==> src/rtl/dp_pkg.sv <==
// Shared definitions for the datapath sequencer.
// Contents:
//   - default widths for the sequencer parameters
//   - sequencer state encoding (Idle/Exec/Resp)
//   - ALUControl codes understood by the 4x32 register-file/ALU datapath
package dp_pkg;

  localparam int unsigned DATA_W_DEF = 32;
  localparam int unsigned ADDR_W_DEF = 2;
  localparam int unsigned CNT_W_DEF  = 4;

  // Idle = 2'd0, Exec = 2'd1, Resp = 2'd2
  typedef enum logic [1:0] {
    StIdle = 2'd0,
    StExec = 2'd1,
    StResp = 2'd2
  } dp_state_e;

  localparam logic [2:0] ALU_ADD = 3'b000;
  localparam logic [2:0] ALU_SUB = 3'b001;
  localparam logic [2:0] ALU_AND = 3'b010;
  localparam logic [2:0] ALU_OR  = 3'b011;
  localparam logic [2:0] ALU_SLT = 3'b101;

endpackage

==> src/rtl/dp_iter_counter.sv <==
// Loadable iteration down-counter with zero flag.
// Ports:
//   clk        - clock, rising edge
//   rst        - asynchronous active-low reset (count -> 0)
//   i_load     - load i_load_val (has priority over i_dec)
//   i_load_val - value to load
//   i_dec      - decrement; ignored when the count is already zero
//   o_zero     - count == 0
module dp_iter_counter #(
  parameter int unsigned CNT_W = 4
) (
  input  logic             clk,
  input  logic             rst,
  input  logic             i_load,
  input  logic [CNT_W-1:0] i_load_val,
  input  logic             i_dec,
  output logic             o_zero
);

  logic [CNT_W-1:0] r_count;

  assign o_zero = (r_count == '0);

  always_ff @(posedge clk or negedge rst) begin
    if (!rst) begin
      r_count <= '0;
    end else if (i_load) begin
      r_count <= i_load_val;
    end else if (i_dec && !o_zero) begin
      // Guarded so the counter can never underflow.
      r_count <= r_count - 1'b1;
    end
  end

endmodule

==> src/rtl/dp_sequencer.sv <==
// Command-driven controller for the 4x32 register-file/ALU datapath.
// Accepts one command (op, a1, a2, a3, count, nowrite) over cmd_valid/cmd_ready, executes it
// count+1 times (one datapath iteration per clock), then returns the last result, last Zero
// flag and sticky Overflow over resp_valid/resp_ready.
// Ports:
//   clk, rst                  - clock; asynchronous active-low reset
//   cmd_*                     - command handshake and fields
//   resp_*                    - response handshake and captured result/flags
//   busy                      - not idle
//   dp_wr, dp_alu_ctrl,
//   dp_addr1/2/3              - datapath control (this block is their only driver)
//   dp_result/zero/overflow   - datapath outputs sampled each iteration
module dp_sequencer
  import dp_pkg::*;
#(
  parameter int unsigned DATA_W = DATA_W_DEF,
  parameter int unsigned ADDR_W = ADDR_W_DEF,
  parameter int unsigned CNT_W  = CNT_W_DEF
) (
  input  logic              clk,
  input  logic              rst,
  input  logic              cmd_valid,
  output logic              cmd_ready,
  input  logic [2:0]        cmd_op,
  input  logic [ADDR_W-1:0] cmd_a1,
  input  logic [ADDR_W-1:0] cmd_a2,
  input  logic [ADDR_W-1:0] cmd_a3,
  input  logic [CNT_W-1:0]  cmd_count,
  input  logic              cmd_nowrite,
  output logic              resp_valid,
  input  logic              resp_ready,
  output logic [DATA_W-1:0] resp_result,
  output logic              resp_zero,
  output logic              resp_ovf,
  output logic              busy,
  output logic              dp_wr,
  output logic [2:0]        dp_alu_ctrl,
  output logic [ADDR_W-1:0] dp_addr1,
  output logic [ADDR_W-1:0] dp_addr2,
  output logic [ADDR_W-1:0] dp_addr3,
  input  logic [DATA_W-1:0] dp_result,
  input  logic              dp_zero,
  input  logic              dp_overflow
);

  dp_state_e r_state;
  dp_state_e w_state_next;

  logic [2:0]        r_op;
  logic [ADDR_W-1:0] r_a1;
  logic [ADDR_W-1:0] r_a2;
  logic [ADDR_W-1:0] r_a3;
  logic              r_nowrite;
  logic [DATA_W-1:0] r_result;
  logic              r_zero;
  logic              r_ovf;

  logic w_accept;
  logic w_exec;
  logic w_cnt_zero;

  assign w_accept = (r_state == StIdle) && cmd_valid;
  assign w_exec   = (r_state == StExec);

  dp_iter_counter #(
    .CNT_W (CNT_W)
  ) u_iter_counter (
    .clk        (clk),
    .rst        (rst),
    .i_load     (w_accept),
    .i_load_val (cmd_count),
    .i_dec      (w_exec),
    .o_zero     (w_cnt_zero)
  );

  // State register
  always_ff @(posedge clk or negedge rst) begin
    if (!rst) begin
      r_state <= StIdle;
    end else begin
      r_state <= w_state_next;
    end
  end

  // Next state
  always_comb begin
    w_state_next = r_state;
    unique case (r_state)
      StIdle: if (cmd_valid)  w_state_next = StExec;
      StExec: if (w_cnt_zero) w_state_next = StResp;
      StResp: if (resp_ready) w_state_next = StIdle;
      default:                w_state_next = StIdle;
    endcase
  end

  // Command latch and response capture
  always_ff @(posedge clk or negedge rst) begin
    if (!rst) begin
      r_op      <= '0;
      r_a1      <= '0;
      r_a2      <= '0;
      r_a3      <= '0;
      r_nowrite <= 1'b0;
      r_result  <= '0;
      r_zero    <= 1'b0;
      r_ovf     <= 1'b0;
    end else begin
      if (w_accept) begin
        r_op      <= cmd_op;
        r_a1      <= cmd_a1;
        r_a2      <= cmd_a2;
        r_a3      <= cmd_a3;
        r_nowrite <= cmd_nowrite;
        r_ovf     <= 1'b0;
      end
      if (w_exec) begin
        // Sampled on the same edge the register file writes this iteration.
        r_result <= dp_result;
        r_zero   <= dp_zero;
        r_ovf    <= r_ovf | dp_overflow;
      end
    end
  end

  // Gated by rst so every output reads 0 while reset is held.
  assign cmd_ready   = rst && (r_state == StIdle);
  assign busy        = (r_state != StIdle);
  assign resp_valid  = (r_state == StResp);
  assign dp_wr       = w_exec && !r_nowrite;
  assign dp_alu_ctrl = r_op;
  assign dp_addr1    = r_a1;
  assign dp_addr2    = r_a2;
  assign dp_addr3    = r_a3;
  assign resp_result = r_result;
  assign resp_zero   = r_zero;
  assign resp_ovf    = r_ovf;

endmodule

==> config.mk <==
export PLATFORM = sky130hd
export DESIGN_NAME = dp_sequencer
export DESIGN_NICKNAME = d
export VERILOG_FILES = /design/src/rtl/dp_pkg.sv /design/src/rtl/dp_iter_counter.sv /design/src/rtl/dp_sequencer.sv
export SDC_FILE = /design/constraint.sdc
export NUM_CORES = 1
export LEC_CHECK = 0
export CORE_ASPECT_RATIO = 1.2
export CORE_MARGIN = 3
export CORE_UTILIZATION = 40
export DETAILED_ROUTE_END_ITERATION = 10
export PLACE_DENSITY_LB_ADDON = 0.25
export SYNTH_ARGS = -nofsm -noshare
export SYNTH_HDL_FRONTEND = slang
export SYNTH_SLANG_ARGS = --single-unit
==> constraint.sdc <==
create_clock -name clk -period 2.2 [get_ports clk]
set_clock_uncertainty 0.05 [all_clocks]
set_input_delay 0.33 -clock clk [delete_from_list [all_inputs] [get_ports clk]]
set_output_delay 0.33 -clock clk [all_outputs]
set_load 0.005 [all_outputs]
==> impl_results.md <==
- Antenna diode count: 0
- Setup slack after layout: 0.1482 ns
- M1 WL: 1678 um
- IO Count: 99
- Combinational family with the most area after synthesis: multiplexers
- Final Hold Viols: 0
- Top post-synthesis cells by area: dfrtp_1 (62%), mux2_2 (24%), mux2i_1 (1.5%)
- DRC violations left: 0
- Area share of the largest cell type after synthesis: 0.6158
- Arrival time worst endpoint: 1.67 ns
- Setup crit start kind: register
- DRT Pass-1 Iters: 4
- Critical path endpoint category: output pin
- Synth Flop Type: dfrtp_1
- Count leader, synth: dfrtp_1
- Leakage dissipation: 0.001316 uW
- Status: complete, no violations
- Filler Cell Count: 403
- Clock slew at reported path FFs: 0.09 ns
- Final HPWL DP: 3341 um
- Placed Cells: 290
- RSZ-0062 raised after global routing: no
- Drt initial violations: 62
- PD cells: 1390 nW/um^2
- Critical Path RT: 1.82 ns
- # rows: 27
- Worst hold path class: input port to asynchronous set/reset pin
- First-pass GRT wire length: 7293 um
- Final setup violating endpoints: 0
- Dpl ws: 0.2916 ns
- Routed wl met3: 415 um
- Syn Std Cell Area: 2032 um^2
- Total Nets Final: 292
- Max-slew violations: 0
- Adder-cell area share of the yosys netlist: 0.006158
- Via count: 1464
- EDFF count, synth: 0
- Compound-Gate Fraction of Synth Area: 0.02217
- Die width: 71.07 um
- Clock sink count: 50
- Final Wtd Congestion: 0.6915
- Share of layout cells above drive strength 1: 0.2625
- Commonest cells in the netlist: dfrtp_1 (50), mux2_2 (44), inv_1 (5), nor2_1 (5)
- Final WL: 4455 um
- DR WL/cell: 14.95 um
- PortBufs: 98
- Mapped Avg Cell Area: 15.05 um^2
- Vias in the first global route: 1532
- Count of cell types in the netlist: 27
- Clock Latency Late Sink: 0.30 ns
- Least-Margin Pin Slew: 0.6318 ns
- Root Driver: clkbuf_8
- Antenna Nets Post-Route: 0
- Drt via density: 4.913
- Die span in y: 84.08 um
- Layout area overhead: 56.40%
- Synth Area in Simple Gates: 0.06342
- WS Path Type: register to output pin
- Yosys reg bits: 50
- Final Non-Filler Cells: 298
- Area of the multi-input gates: 714.4 um^2
- Mux contribution to synthesized area: 0.2586
- CTS buffer count: 5
- Tot GR Track Use: 0.1560
- Antenna violations before repair: 0
- Ys async rst share: 1.000
- XOR/XNOR Fraction of Synth Area: 0
- Syn_nets: 188
- Crit Path Max Fanout: 9
- DIE AREA: 5975 um^2
- H-tree Lvls: 2
- Peak VDD IR: 0.0007544 V
- FF/Latch Area: 1252 um^2
- Synth Instances: 135
- Worst Hold Slack: 0.1198 ns
- WL met2: 2297 um
- Core ar.: 4730 um^2
- Cell taking the most area after synthesis: dfrtp_1
- Period utilisation layout: 0.9326
- CTS tree: done
- Overflow after GRT: 0
- Top layer in use: met4
- Clock tree buffer depth: 2
- Minimum clock period: 2.052 ns
- Largest net degree at the start of global routing: 51
- Yosys warning total: 0
- Fmax: 487.4 MHz
- Slew margin rel.: 0.5788
- Setup_tns: 0 ns
- Starting Density: 0.4296
- Sequential fraction of the synthesis area: 0.6158
- Max_cap viols: 0
- Hold-fix buffer count after cts: 0
-- power breakdown --
| part | total (uW) | switching (uW) | internal [uW] |
|---|---|---|---|
| Sequential | 1660 | 270 | 1390 |
| Combinational | 2130 | 688 | 1440 |
| Clock | 626 | 285 | 340 |
| Total | 4420 | 1240 | 3170 |
-- layer usage --
layer  GRT usage  vias to the layer above
met4     0.05299                        0
met1      0.1667                      718
li1            -                      680
met5           0                        -
met3     0.06506                        5
met2      0.2734                       61
-- sequential cells by signal (all words and copies together) (netlist names) --
name,cells
dp_addr1,2
dp_addr2,2
dp_addr3,2
dp_alu_ctrl,3
r_nowrite,1
r_state,2
resp_ovf,1
resp_result,32
resp_zero,1
u_iter_counter.r_count,4
-- layout make-up --
cell class / count / area share
Sequential cell: 50 / 0.3941
Timing Repair Buffer: 103 / 0.3189
Multi-Input combinational cell: 74 / 0.2248
Clock buffer: 7 / 0.02402
Tap cell: 58 / 0.02283
Clock inverter: 1 / 0.009449
Inverter: 5 / 0.005906
-- critical path, cell delays in order, from the launching register on --
cell	delay [ns]
dfrtp_2	0.48
or2_2	0.30
nor2_1	0.09
clkdlybuf4s50_1	0.50
-- placed cells by master (no fill, tap or decap), types with 2 or more instances in the layout --
| cell | instances |
|---|---|
| clkdlybuf4s50_1 | 97 |
| dfrtp_1 | 49 |
| mux2_2 | 44 |
| inv_1 | 5 |
| nor2_1 | 5 |
| clkbuf_8 | 5 |
| buf_4 | 5 |
| mux2i_1 | 3 |
| or2_2 | 2 |
| o21ai_0 | 2 |
| nor3_1 | 2 |
| clkbuf_1 | 2 |
-- stage by stage --
stage               total power [uW]  instance area, um^2    util
CTS                             4492                 3177  0.6717
global route                    4726                 3178  0.6720
floorplan                       2688                 2032       -
global placement                3803                 3070  0.6492
finish                          4418                 3178  0.6720
detailed placement              3847                 3070  0.6492
-- logic make-up after synthesis --
group,after synthesis
flip-flops,50
multiplexers,47
AND/OR/NAND/NOR,20
buffers and inverters,11
AO/OA/AOI/OAI,6
adder cells (fa/ha/maj),1
-- final timing paths --
| check | startpoint | to | slack (ns) | cells past startpoint |
|---|---|---|---|---|
| setup / recovery | r_state[0]$_DFFE_PN0P_ | cmd_ready | 0.15 | 3 |
| hold reg to reg | resp_ovf$_DFFE_PN0P_ | resp_ovf$_DFFE_PN0P_ | 0.45 | 2 |
| min in group clk | resp_ovf$_DFFE_PN0P_ | resp_ovf$_DFFE_PN0P_ | 0.45 | 2 |
| setup reg to reg | r_state[1]$_DFFE_PN0P_ | u_iter_counter.r_count[0]$_DFFE_PN0P_ | 0.59 | 4 |
| hold / removal | rst | resp_result[11]$_DFFE_PN0N_ | 0.12 | 2 |
| max in group asynchronous | rst | r_state[0]$_DFFE_PN0P_ | 1.54 | 2 |
-- timing repair --
action / in CTS / in global routing
gates resized for setup: 0 / 1
setup buffers: 0 / 0
setup endpoints to repair: 0 / 1
Note: power is estimated with default switching activity, not from simulation.
